[src/rtl/shift_pkg.sv]
// Shared types and helpers for the PISO serializer.
//   state_e     : serializer FSM states
//   bit_order_e : which end of the word leaves the serializer first
//   cnt_width() : bit-counter width for a given word width, never below 1
package shift_pkg;

    typedef enum logic {
        IDLE  = 1'b0,
        SHIFT = 1'b1
    } state_e;

    typedef enum logic {
        ORDER_MSB_FIRST = 1'b0,
        ORDER_LSB_FIRST = 1'b1
    } bit_order_e;

    // Counter holds values 0..w-1, so $clog2(w) bits suffice.
    // The floor of 1 keeps degenerate widths from producing a zero-width vector.
    function automatic int cnt_width(input int w);
        int b;
        b = $clog2(w);
        return (b < 1) ? 1 : b;
    endfunction

endpackage

[src/rtl/bit_down_counter.sv]
// Loadable down-counter with enable and zero flag.
//   clk, reset : clock, synchronous active-high reset (clears to 0)
//   load       : load load_val (takes priority over en)
//   load_val   : value to load
//   en         : decrement by one; saturates at 0 (never wraps)
//   zero       : count is 0
module bit_down_counter #(
    parameter int WIDTH = 3
) (
    input  logic             clk,
    input  logic             reset,
    input  logic             load,
    input  logic [WIDTH-1:0] load_val,
    input  logic             en,
    output logic             zero
);

    logic [WIDTH-1:0] count_q;
    logic [WIDTH-1:0] count_d;

    always_comb begin
        count_d = count_q;
        if (load) begin
            count_d = load_val;
        end else if (en && (count_q != '0)) begin
            count_d = count_q - 1'b1;
        end
    end

    always_ff @(posedge clk) begin
        if (reset) begin
            count_q <= '0;
        end else begin
            count_q <= count_d;
        end
    end

    assign zero = (count_q == '0);

endmodule

[src/rtl/piso_serializer.sv]
// Parallel-in / serial-out serializer.
// Accepts WIDTH-bit words over valid/ready and shifts them out one bit per
// clken-high cycle, LSB- or MSB-first. Back-to-back words leave no idle bit.
//   clk, reset : clock, synchronous active-high reset
//   clken      : bit-advance enable
//   in_valid   : word offered on in_data
//   in_ready   : word can be accepted this cycle
//   in_data    : parallel word
//   ser_out    : current serial bit (IDLE_LEVEL when idle)
//   ser_valid  : ser_out carries a data bit
//   last       : ser_out is the final bit of the word
//   busy       : a word is being shifted
module piso_serializer
    import shift_pkg::*;
#(
    parameter int   WIDTH      = 8,
    parameter bit   LSB_FIRST  = 1'b1,
    parameter logic IDLE_LEVEL = 1'b0
) (
    input  logic             clk,
    input  logic             reset,
    input  logic             clken,
    input  logic             in_valid,
    output logic             in_ready,
    input  logic [WIDTH-1:0] in_data,
    output logic             ser_out,
    output logic             ser_valid,
    output logic             last,
    output logic             busy
);

    localparam int               CW       = cnt_width(WIDTH);
    localparam logic [CW-1:0]    LAST_IDX = CW'(WIDTH - 1);
    localparam bit_order_e       ORDER    = LSB_FIRST ? ORDER_LSB_FIRST : ORDER_MSB_FIRST;

    state_e           state_q, state_d;
    logic [WIDTH-1:0] shift_q, shift_d;
    logic [WIDTH-1:0] shift_next;
    logic             cnt_load;
    logic             cnt_en;
    logic             cnt_zero;
    logic             accept;

    bit_down_counter #(
        .WIDTH (CW)
    ) u_cnt (
        .clk      (clk),
        .reset    (reset),
        .load     (cnt_load),
        .load_val (LAST_IDX),
        .en       (cnt_en),
        .zero     (cnt_zero)
    );

    // Ready when idle, or when the final bit of the current word is being
    // consumed this cycle so the next word follows without a gap.
    // Held low during reset so nothing is accepted then.
    assign in_ready = !reset &&
                      ((state_q == IDLE) || ((state_q == SHIFT) && clken && cnt_zero));
    assign accept   = in_valid && in_ready;

    // Move the register toward its output end, zero-filling behind.
    assign shift_next = (ORDER == ORDER_LSB_FIRST) ? {1'b0, shift_q[WIDTH-1:1]}
                                                   : {shift_q[WIDTH-2:0], 1'b0};

    always_comb begin
        state_d  = state_q;
        shift_d  = shift_q;
        cnt_load = 1'b0;
        cnt_en   = 1'b0;
        case (state_q)
            IDLE: begin
                if (accept) begin
                    shift_d  = in_data;
                    cnt_load = 1'b1;
                    state_d  = SHIFT;
                end
            end
            SHIFT: begin
                if (clken) begin
                    if (cnt_zero) begin
                        if (accept) begin
                            shift_d  = in_data;
                            cnt_load = 1'b1;
                        end else begin
                            state_d = IDLE;
                        end
                    end else begin
                        shift_d = shift_next;
                        cnt_en  = 1'b1;
                    end
                end
            end
            default: state_d = IDLE;
        endcase
    end

    always_ff @(posedge clk) begin
        if (reset) begin
            state_q <= IDLE;
            shift_q <= '0;
        end else begin
            state_q <= state_d;
            shift_q <= shift_d;
        end
    end

    assign busy      = (state_q == SHIFT);
    assign ser_valid = busy;
    assign last      = busy && cnt_zero;
    assign ser_out   = !busy ? IDLE_LEVEL
                     : (ORDER == ORDER_LSB_FIRST) ? shift_q[0] : shift_q[WIDTH-1];

endmodule
[config.mk]
export PLATFORM = sky130hd
export DESIGN_NAME = piso_serializer
export DESIGN_NICKNAME = d
export VERILOG_FILES = /design/src/rtl/shift_pkg.sv /design/src/rtl/bit_down_counter.sv /design/src/rtl/piso_serializer.sv
export SDC_FILE = /design/constraint.sdc
export NUM_CORES = 1
export LEC_CHECK = 0
export CORE_MARGIN = 2
export CORE_UTILIZATION = 51
export CTS_CLUSTER_SIZE = 30
export DETAILED_ROUTE_END_ITERATION = 16
export PLACE_DENSITY_LB_ADDON = 0.3
export SYNTH_ARGS = -nofsm -noshare
export SYNTH_HDL_FRONTEND = slang
export SYNTH_SLANG_ARGS = --single-unit
[constraint.sdc]
create_clock -name clk -period 4.4 [get_ports clk]
set_input_delay 1.1 -clock clk [delete_from_list [all_inputs] [get_ports clk]]
set_output_delay 1.1 -clock clk [all_outputs]
set_load 0.02 [all_outputs]
==> flow_metrics.tcl, run 1 <==
set metrics [dict create \
    first_pass_iters 4 \
    maxSlewViolCount 0 \
    synth_area_sq_um 716.9 \
    cts_resized 0 \
    synth_nets 97 \
    setup_tns_ps 0 \
    pin_count 17 \
    drc 0 \
    worstSkewPairLatency_ps 270 \
    cts_buffers 3 \
    root_buffer "clkbuf_4" \
    max_freq_ghz 0.2646 \
    routed_wl_mm 1.534 \
    fin_nets 113 \
    htree_levels 1 \
    crit_path_frequent_cell "clkdlybuf4s50_1" \
    yosysTopAreaCell "dfxtp_1" \
    ctsHoldBuffers 0 \
    track_usage_pct 20.27 \
    r2r_setup_slack_ps 2740 \
    gr-total-overflow 0 \
    ant_nets 0 \
    die_w_microns 41.50 \
    clkTransAtPathRegs_ps 70 \
    p_seq_share_pct 46.6 \
    drtIter0Drc 16 \
    drive_above_1_share_pct 13.40 \
    rsz0062_at_grt "no" \
    p_per_area_nw_per_um2 310.0 \
    die_height_microns 41.50 \
    hold_path_depth 1 \
    grt_max_degree 13 \
    crit_fanout 11 \
    wl_per_cell_microns 13.70 \
    relSlewSlack_pct 64.26 \
    leakagePower_nw 0.3407 \
    grt_pass1_wl_mm 2.663 \
    cts_buffer_depth 2 \
    postSynth.asyncResetShare_pct 0 \
    ir_drop_mv 0.2193 \
    yosysTopAreaCellShare_pct 33.51 \
    fin_crit_sh_pct 85.88 \
    fin_crit_ps 3779 \
    grt_pass1_vias 611 \
    synth_most_common_cell "dfxtp_1" \
    core_sq_um 1301 \
    yosysWarningCount 0 \
    crit_type "in2out" \
    timing.critical_path.to_type "primary output" \
    p_sw_w 0.00008337 \
    syn2layout_area_growth_pct 22.51 \
    initial_core_util_pct 55.10 \
    setup_viol 0 \
    cp-start-kind "input port" \
    routabilityCongestion 0.7817 \
    max_stage_delay_ps 710 \
    dp_hpwl_mm 1.150 \
    cap_violations 0 \
    synth-edff-count 0 \
    fin_skew_ps 5.779 \
    reg2regPathDepth 6 \
    cts_tree "done" \
    hp-class "reg2reg" \
    p_int_w 0.0001889 \
    ys_ff_latch 12 \
    postCtsSetupRepairBufs 0 \
    finalPower_w 0.0002723 \
    vias_per_cell 5.893 \
    antenna_found_initial 0 \
    synth_commonest_cells "dfxtp_1, nor2_1, nand2_1" \
    diodes 0 \
    synth_area_leaders "dfxtp_1, a221o_1, nor2_1" \
    dieArea_sq_um 1722 \
    tightest_slew_ps 534.9 \
    rows 13 \
    vias 660 \
    syn_area_per_cell_sq_um 8.638 \
    clkSinkCount 12 \
    switching_share_pct 30.62 \
    synthCells 83 \
    hold_viol 0 \
    ys_seq_area_share_pct 33.51 \
    path_cells "clkdlybuf4s50_1, a21oi_1, nor2_1, clkdlybuf4s50_1" \
    clkPwrFrac_pct 24.3 \
    io_buffers 16 \
    post_synth_num_cell_types 32 \
    p_comb_share_pct 29.1 \
    crit_required_ps 3300 \
    ys.flop_type "dfxtp_1" \
    outcome "finished, final reports clean" \
    worstPathArrival_ps 2680 \
    cp_slowest_cell "clkdlybuf4s50_1" \
]
[flip-flops by register name, summed over array words and instances, names as in the netlist]
name,cells
u_cnt.count_q,3
shift_q,8
busy,1
[worst max-delay path, delay by kind of cell]
kind                   cells  cell delay [ps]
buffers and inverters      2             1320
AOI/OAI and AO/OA          1              140
and+or+nand+nor            1              120
[layout by cell type (no fill, tap or decap), types with 2 or more instances in the layout]
| cell type | count |
|---|---|
| nor3_1 | 3 |
| clkdlybuf4s50_1 | 16 |
| a221o_1 | 4 |
| clkbuf_4 | 3 |
| nand2_1 | 8 |
| a21oi_1 | 3 |
| nor2_1 | 9 |
| ha_1 | 2 |
| and2_1 | 4 |
| o22ai_1 | 2 |
| and2_4 | 2 |
| mux2i_1 | 2 |
| dfxtp_1 | 12 |
| inv_2 | 2 |
| inv_1 | 4 |
| o21ai_0 | 3 |
| a22oi_1 | 2 |
| nor2b_1 | 2 |
[power by group through the flow]
stage | combinational, W | clock [W] | sequential [W]
3_5_place_dp | 0.0000790 | 0 | 0.000129
3_3_place_gp | 0.0000767 | 0 | 0.000129
6_report | 0.0000793 | 0.0000663 | 0.000127
2_1_floorplan | 0.0000590 | 0 | 0.000127
5_1_grt | 0.0000880 | 0.0000730 | 0.000128
4_1_cts | 0.0000793 | 0.0000696 | 0.000127
[metal layers]
layer	track usage, %	share of wire [%]
met1	22.93	41
met2	34.06	51
met3	8.261	7.5
met4	7.097	0.65
met5	0	0
[logic make-up (layout without fill, tap and decap cells)]
family	Yosys count	count (layout)	synth area share, %
compound gates	20	20	23.91
xor+xnor	1	1	1.222
simple gates	34	34	25.30
flops	12	12	33.51
mux	2	2	2.792
buf+inv	12	26	9.772
fa+ha+maj	2	2	3.490
[per-stage QoR]
stage                     instances  setup WS (ps)  utilization [%]  hold WS (ps)  cell area, sq um
after floorplan                  83           1735                -         446.6             716.9
after global placement          109          679.2            65.77         451.6             855.8
after detailed placement        109          637.2            65.77         467.2             855.8
after CTS                       112          637.7            67.50         481.0             878.3
after global routing            112          544.3            67.50         497.4             878.3
final                           112          621.3            67.50         477.0             878.3
[area by class of cell]
type	count	area [sq um]
well taps	15	18.77
fillers	124	422.9
inverters	6	22.52
clock buffers	3	22.52
flip-flops and latches	12	240.2
multi-input cells	59	406.6
repair buffers	17	167.7
[worst paths after layout]
| check | endpoint | start |
|---|---|---|
| worst max register to register | u_cnt.count_q[1]$_SDFFE_PP0P_ | u_cnt.count_q[0]$_SDFFE_PP0P_ |
| worst max-delay path | in_ready | clken |
| worst min-delay path | shift_q[4]$_SDFFE_PP0P_ | shift_q[5]$_SDFFE_PP0P_ |
| worst min register to register | shift_q[4]$_SDFFE_PP0P_ | shift_q[5]$_SDFFE_PP0P_ |
Note: power is estimated with default switching activity, not from simulation.
==> inputs of run 2 (changes only) <==
--- a/config.mk
+++ b/config.mk
@@ -5,7 +5,7 @@
 export SDC_FILE = /design/constraint.sdc
 export NUM_CORES = 1
 export LEC_CHECK = 0
-export CORE_MARGIN = 2
+export CORE_MARGIN = 1.5
 export CORE_UTILIZATION = 51
 export CTS_CLUSTER_SIZE = 30
 export DETAILED_ROUTE_END_ITERATION = 16
==> run 2 against run 1 <==
Compared with the run above: sequential share of layout area unchanged; critical endpoint unchanged; hold slack worse by 4.1 ps; final cell count unchanged.
==> flow_metrics.tcl, run 2 (synthesis gave the netlist of run 1 again) <==
set metrics [dict create \
    fin_nets 113 \
    gr-total-overflow 0 \
    hold_path_depth 1 \
    drtIter0Drc 11 \
    ir_drop_mv 0.1687 \
    timing.critical_path.to_type "primary output" \
    leakagePower_nw 0.3407 \
    crit_type "in2out" \
    vias 630 \
    setup_viol 0 \
    largest_register_ffs 8 \
    p_per_area_nw_per_um2 308.9 \
    core_sq_um 1301 \
    cts_buffer_depth 2 \
    dieArea_sq_um 1640 \
    fin_crit_sh_pct 85.17 \
    wl_per_cell_microns 12.71 \
    final_cell_mix "clkdlybuf4s50_1, dfxtp_1, nor2_1" \
    maxSlewViolCount 0 \
    pin_count 17 \
    die_w_microns 40.50 \
    finalCoreUtilization_pct 67.50 \
    rsz0062_at_grt "no" \
    drc 0 \
    relSlewSlack_pct 66.95 \
    layout_commonest_cell "clkdlybuf4s50_1" \
    hold_path_startpoint "shift_q[6]$_SDFFE_PP0P_" \
    routed_wl_mm 1.424 \
    reg2regPathDepth 6 \
    track_usage_pct 20.43 \
    htree_levels 1 \
    clkTransAtPathRegs_ps 60 \
    worstPathArrival_ps 2650 \
    grt_max_degree 13 \
    crit_required_ps 3300 \
    diodes 0 \
    drive_above_1_share_pct 13.40 \
    initial_core_util_pct 55.10 \
    root_buffer "clkbuf_4" \
    grt_pass1_wl_mm 2.187 \
    clkSinkCount 12 \
    rows 13 \
    first_pass_iters 4 \
    ctsHoldBuffers 0 \
    die_height_microns 40.50 \
    crit_fanout 11 \
    rr_startpoint "u_cnt.count_q[0]$_SDFFE_PP0P_" \
    fin_crit_ps 3748 \
    antenna_found_initial 0 \
    holdWs_ps 472.9 \
    ant_nets 0 \
    routabilityCongestion 0.7854 \
    hp-class "reg2reg" \
    dp_hpwl_mm 1.100 \
    cts_buffers 3 \
    cts_tree "done" \
    outcome "finished, final reports clean" \
    hold_viol 0 \
    grt_pass1_vias 554 \
    fin_skew_ps 9.314 \
    critPathLaunch "clken" \
    postCtsSetupRepairBufs 0 \
    tightest_slew_ps 494.8 \
    io_buffers 16 \
    setup_tns_ps 0 \
    vias_per_cell 5.625 \
    cap_violations 0 \
    syn2layout_area_growth_pct 22.51 \
    cts_resized 0 \
    cp-start-kind "input port" \
    worstSkewPairLatency_ps 270 \
    top_register "shift_q" \
    max_freq_ghz 0.2668 \
]
run 2: cell counts in the layout (fill, tap and decap cells not counted):
Identical to the previous run, type by type.
run 2: where the power goes:
group / internal, W / leakage, nW / switching [W]
Combinational: 0.0000383 / 0.228 / 0.0000400
Clock: 0.0000317 / 0.0138 / 0.0000348
Sequential: 0.000119 / 0.0993 / 0.00000783
Total: 0.000189 / 0.341 / 0.0000826
run 2: metal layers:
layer  vias to the layer above  global-route usage [%]  part of all wire, %
li1                        322                       -                    -
met1                       276                   22.00                   43
met2                        30                   34.13                   49
met3                         2                   10.00                  8.5
met4                         0                   7.500                0.070
met5                         -                       0                    0
run 2: layout make-up:
class / instances / area, sq um
Sequential cell: 12 / 240.2
Timing Repair Buffer: 17 / 167.7
Inverter: 6 / 22.52
Multi-Input combinational cell: 59 / 406.6
Fill cell: 113 / 422.9
Tap cell: 15 / 18.77
Clock buffer: 3 / 22.52
run 2: worst max-delay path, cell delays in order:
cell and delay (ps):
clkdlybuf4s50_1 690, a21oi_1 150, nor2_1 100, clkdlybuf4s50_1 600
run 2: per-stage QoR:
step	total power [W]	setup slack, ps	std cells	area, sq um
after floorplan	0.0001858	1735	83	716.9
after global placement	0.0002054	673.0	109	855.8
after detailed placement	0.0002073	673.3	109	855.8
after CTS	0.0002733	667.0	112	878.3
after global routing	0.0002892	544.6	112	878.3
final	0.0002713	652.4	112	878.3
run 2: path summary, 6_finish.rpt:
check,end,slack (ps)
setup / recovery,in_ready,650
setup reg to reg,shift_q[2]$_SDFFE_PP0P_,2780
hold / removal,shift_q[5]$_SDFFE_PP0P_,470
hold reg to reg,shift_q[5]$_SDFFE_PP0P_,470
